**src/rtl/pkt_header_parser.sv**
```systemverilog
// Packet header parser: fetches a 6-byte big-endian header from byte-wide memory,
// assembles destination/source/length, validates the length and kicks the forwarder.
module pkt_header_parser #(
  parameter int MEM_DEPTH  = 1024,
  parameter int MEM_WIDTH  = 8,
  parameter int WORD_WIDTH = 16,
  parameter int ADDR_WIDTH = 10,
  parameter int HDR_BYTES  = 6
) (
  input  logic                  clock,
  input  logic                  reset,
  input  logic                  start,
  input  logic [ADDR_WIDTH-1:0] pkt_base_addr,
  output logic                  mem_rd_en,
  output logic [ADDR_WIDTH-1:0] mem_addr,
  input  logic [MEM_WIDTH-1:0]  mem_rdata,
  output logic [WORD_WIDTH-1:0] destinationID,
  output logic [WORD_WIDTH-1:0] sourceID,
  output logic [WORD_WIDTH-1:0] payloadLength,
  output logic                  busy,
  output logic                  fwd_start,
  output logic                  done,
  output logic                  error
);

  typedef enum logic [2:0] {S_IDLE, S_FETCH, S_DRAIN, S_CHECK, S_DONE} state_t;

  localparam logic [2:0]            LAST_IDX = 3'(HDR_BYTES - 1);
  localparam logic [WORD_WIDTH-1:0] MAX_LEN  = WORD_WIDTH'(MEM_DEPTH - HDR_BYTES);

  state_t                  r_state;
  state_t                  w_state_next;
  logic [2:0]              r_idx;
  logic [ADDR_WIDTH-1:0]   r_base;
  logic [WORD_WIDTH-1:0]   r_dest;
  logic [WORD_WIDTH-1:0]   r_src;
  logic [WORD_WIDTH-1:0]   r_len;
  logic                    r_error;
  logic                    r_first;
  logic                    w_accept;
  logic                    w_capture;
  logic [2:0]              w_cap_idx;
  logic                    w_error_next;

  assign w_accept     = start && (r_state == S_IDLE || r_state == S_DONE);
  assign w_error_next = (r_len == '0) || (r_len > MAX_LEN);

  always_ff @(posedge clock or negedge reset) begin
    if (!reset) r_state <= S_IDLE;
    else        r_state <= w_state_next;
  end

  always_comb begin
    w_state_next = r_state;
    mem_rd_en    = 1'b0;
    mem_addr     = '0;
    busy         = 1'b0;
    done         = 1'b0;
    fwd_start    = 1'b0;
    w_capture    = 1'b0;
    w_cap_idx    = '0;
    case (r_state)
      S_IDLE: begin
        if (start) w_state_next = S_FETCH;
      end
      S_FETCH: begin
        busy      = 1'b1;
        mem_rd_en = 1'b1;
        mem_addr  = r_base + ADDR_WIDTH'(r_idx);
        // read data lags the address by one cycle, so capture the previous byte
        w_capture = (r_idx != 3'd0);
        w_cap_idx = r_idx - 3'd1;
        if (r_idx == LAST_IDX) w_state_next = S_DRAIN;
      end
      S_DRAIN: begin
        busy         = 1'b1;
        w_capture    = 1'b1;
        w_cap_idx    = LAST_IDX;
        w_state_next = S_CHECK;
      end
      S_CHECK: begin
        busy         = 1'b1;
        w_state_next = S_DONE;
      end
      S_DONE: begin
        done      = 1'b1;
        fwd_start = r_first && !r_error;
        if (start) w_state_next = S_FETCH;
      end
      default: w_state_next = S_IDLE;
    endcase
  end

  always_ff @(posedge clock or negedge reset) begin
    if (!reset) begin
      r_idx   <= '0;
      r_base  <= '0;
      r_dest  <= '0;
      r_src   <= '0;
      r_len   <= '0;
      r_error <= 1'b0;
      r_first <= 1'b0;
    end else if (w_accept) begin
      r_base  <= pkt_base_addr;
      r_idx   <= '0;
      r_dest  <= '0;
      r_src   <= '0;
      r_len   <= '0;
      r_error <= 1'b0;
      r_first <= 1'b0;
    end else begin
      if (r_state == S_FETCH) r_idx <= r_idx + 3'd1;
      if (w_capture) begin
        // big-endian: even byte is the high half of each field
        case (w_cap_idx)
          3'd0:    r_dest[WORD_WIDTH-1 -: MEM_WIDTH] <= mem_rdata;
          3'd1:    r_dest[MEM_WIDTH-1:0]             <= mem_rdata;
          3'd2:    r_src[WORD_WIDTH-1 -: MEM_WIDTH]  <= mem_rdata;
          3'd3:    r_src[MEM_WIDTH-1:0]              <= mem_rdata;
          3'd4:    r_len[WORD_WIDTH-1 -: MEM_WIDTH]  <= mem_rdata;
          3'd5:    r_len[MEM_WIDTH-1:0]              <= mem_rdata;
          default: ;
        endcase
      end
      if (r_state == S_CHECK) begin
        r_error <= w_error_next;
        r_first <= 1'b1;
      end else if (r_state == S_DONE) begin
        r_first <= 1'b0;
      end
    end
  end

  assign destinationID = r_dest;
  assign sourceID      = r_src;
  assign payloadLength = r_len;
  assign error         = r_error;

endmodule
```
**config.mk**
```make
export PLATFORM = sky130hd
export DESIGN_NAME = pkt_header_parser
export DESIGN_NICKNAME = d
export VERILOG_FILES = /design/src/rtl/pkt_header_parser.sv
export SDC_FILE = /design/constraint.sdc
export NUM_CORES = 1
export LEC_CHECK = 0
export ABC_AREA = 1
export CORE_UTILIZATION = 25
export CTS_CLUSTER_DIAMETER = 50
export DETAILED_ROUTE_END_ITERATION = 8
export PLACE_DENSITY = 0.45
export SKIP_LAST_GASP = 1
export SLEW_MARGIN = 5
export SYNTH_ARGS = -nofsm -noshare
export SYNTH_HDL_FRONTEND = slang
export SYNTH_SLANG_ARGS = --single-unit
```
**constraint.sdc**
```tcl
create_clock -name clock -period 1.99 [get_ports clock]
set_clock_uncertainty 0.15 [all_clocks]
set_input_delay 0.2985 -clock clock [delete_from_list [all_inputs] [get_ports clock]]
set_output_delay 0.2985 -clock clock [all_outputs]
set_load 0.005 [all_outputs]
```
==> flow_summary.ini <==
[synth]
syn_inst = 396
synth.avg_cell_area_um2 = 8.27
synth-seq-area-share_pct = 50.5
synthFlopType = dfrtp_1
syn-num-nets = 425
synthesis.area_um2 = 3270
ys_seq_elements = 66
async_reset_ff_share_pct = 100
synth_edf_count = 0
ys_warn_count = 0
synth.distinct_cells = 29

[floorplan]
die_x_um = 116
pin_count = 84
start_util_pct = 25.8
coreArea_um2 = 12700
die_area_um2 = 13600
die_h_um = 116
rows = 41

[global_route]
grt_max_degree = 67
antenna_found_initial = 0
grt_pass1_vias = 3183
grt_pass1_wl_um = 16400
grt_overflow = 0
track_usage_pct = 16.2

[power]
p_per_area_nw_per_um2 = 1720
switching_power_mw = 3.74
ir_drop_mv = 0.510
pwr-share-seq_pct = 24.5
power_frac_clock_pct = 18.9
swShare_pct = 41.1
p_int_mw = 5.37
power.leakage_nw = 2.57
pwr-share-comb_pct = 56.6

[place]
port_buffers = 83
post-dp-hpwl_um = 7060
place_area_um2 = 4600
gp_congestion = 0.775
post-place-ws_ps = -513
dp.cells = 678

[worst_setup_path]
worstPathCellList = ha_4 -> inv_2 -> fa_2 -> inv_2 -> nand3_2 -> nand2_2 -> nand2_4 -> nor2_4 -> a21oi_1 -> nor3_1 -> buf_2
regToRegStartpoint = r_idx[0]$_DFFE_PN0P_
path_class = register to primary output
cp-start-kind = register
cp_common_cell = inv_2
cpPeakStageDelay_ps = 390
rr_worst_depth = 10
reg2reg_to = destinationID[9]$_DFFE_PN0P_
cp_num_buf_inv = 3
crit_fanout = 3
r2r_setup_slack_ps = 40
cp_top_family = adder cells
worstPathRequired_ps = 1540
crit_slowest_cell = dfrtp_1
end_kind = primary output
crit_arrival_ps = 1950

[clock_network]
clkLatencyLatePin_ps = 330
clock-sinks = 66
cts_tree = built
clockBufferDepth = 2
root_buffer = clkbuf_16
cts_made_buffers = 9
clkTransAtPathRegs_ps = 50
cts_htree_levels = 3

[finish]
diodes = 0
regArea_um2 = 1650
final_cell_mix = nand2_1, clkdlybuf4s50_1, dfrtp_1
nets = 565
final_area_um2 = 5300
fillers = 1320
fin_cells = 713
multi_input_area_um2 = 1750
area_growth_pct = 62.0
drive_gt1_share_pct = 25.7
final_common_cell = nand2_1
final_util_pct = 41.8

[routing]
first_pass_iters = 4
drtIter0Drc = 163
routedWlPerCell_um = 14.5
drt-vias-per-instance = 4.49
routed_wl_um = 10400
drtAntennaViolNets = 0
vias = 3200
remaining_drc_errors = 0

[min_path]
min_to = sourceID[9]$_DFFE_PN0P_
whs_path_depth = 2
min_from = sourceID[9]$_DFFE_PN0P_
hp-class = register to register

[sta]
rsz0062_at_grt = yes
finalCritPeriodShare_pct = 121
finalSetupViolCount = 9
max_slew_margin_pct = 75.2
drv_slew = 0
worst_slack_ps = -411
tightest_slew_ps = 372
report.final.hold_viol_count = 0
fin_crit_ps = 2400
fmax_mhz = 416

[status]
status = complete, but fails checks
violations = negative setup slack

[job]
cap_violations = 0
-- metal layers --
layer,vias to the layer above,routed length (um),GRT usage (%)
met5,-,0,0
li1,1605,-,-
met4,0,178,6.75
met3,14,564,4.00
met1,1496,4870,21.7
met2,85,4760,25.0
-- timing repair --
| action | in CTS | in global routing |
|---|---|---|
| resized for setup | 59 | 43 |
| gates cloned | 0 | 2 |
| setup buffers | 9 | 8 |
| setup endpoints to repair | 14 | 57 |
| pin swaps | 11 | 18 |
| hold buffers | 1 | 0 |
| endpoints found under the hold margin | 66 | 0 |
-- registers in the layout, summed over array words and instances (netlist names) --
name,count
destinationID,16
payloadLength,16
sourceID,16
r_base,10
r_idx,3
r_state,3
error,1
r_first,1
-- area by class of cell --
cell class,count,share of cell area [%]
timing repair buffer,140,24.1
clock buffer,11,4.58
tap,172,4.06
multi-input combinational,296,32.9
inverter,23,1.68
clock inverter,5,1.46
sequential,66,31.1
-- kinds of logic after synthesis --
group,synth area share [%]
simple gates,35.9
flops,50.5
buf+inv,4.59
compound gates,5.54
fa+ha+maj,3.29
xor+xnor,0.268
-- stage by stage --
stage / hold slack, ps / total power, mW / setup TNS [ps]
2_1_floorplan: -147 / 4.42 / -47.3
3_3_place_gp: 205 / 6.56 / -3000
3_5_place_dp: 211 / 6.60 / -3240
4_1_cts: 326 / 8.48 / -2590
5_1_grt: 342 / 9.86 / -4600
6_report: 321 / 9.11 / -2470
-- cells in the mapped netlist, types with 2 or more instances --
master    count  area share [%]
a21oi_1       9             1.4
clkbuf_1      3            0.34
nor3_1        7             1.1
inv_1        20             2.3
inv_2         3            0.34
o21ai_1       8             1.2
nand2_2       6             1.1
o21ai_0      10             1.5
nor2_1       17             1.9
nor2_2        6             1.1
o21ai_4       2            0.99
nand2_1     154              18
ha_1          7             2.7
dfrtp_1      66              50
nor4_1        3            0.57
buf_2         9             1.4
nand4_1      37             7.1
nand3_1      11             1.7
nand3b_1      8             1.8
-- power groups by stage --
| stage | Combinational (mW) | Clock [mW] | Sequential, mW |
|---|---|---|---|
| floorplan | 2.21 | 0 | 2.21 |
| global placement | 4.34 | 0 | 2.22 |
| detailed placement | 4.38 | 0 | 2.22 |
| CTS | 4.50 | 1.76 | 2.22 |
| global route | 5.74 | 1.82 | 2.30 |
| finish | 5.16 | 1.72 | 2.23 |
-- worst register-to-register path, cell delays in order (launching register included) --
cell and delay, ps:
dfrtp_1 390, buf_4 180, inv_4 50, ha_1 290, inv_2 60, nand3_4 120
nand3_2 150, nor2_4 200, nand2_4 110, nand2_1 80, o21ai_1 60
-- worst max path at each step --
stage	start	end	slack, ps	depth (start not counted)
after global placement	r_idx[0]$_DFFE_PN0P_	mem_addr[8]	-500	11
after CTS	r_base[0]$_DFFE_PN0P_	mem_addr[8]	-440	11
after global routing	r_idx[0]$_DFFE_PN0P_	mem_addr[8]	-520	11
after detailed placement	r_base[0]$_DFFE_PN0P_	mem_addr[8]	-510	11
final	r_idx[0]$_DFFE_PN0P_	mem_addr[8]	-410	11
after floorplan	r_idx[0]$_DFFE_PN0P_	mem_addr[8]	-40	10
No activity file was read; power rests on OpenSTA's default activity.
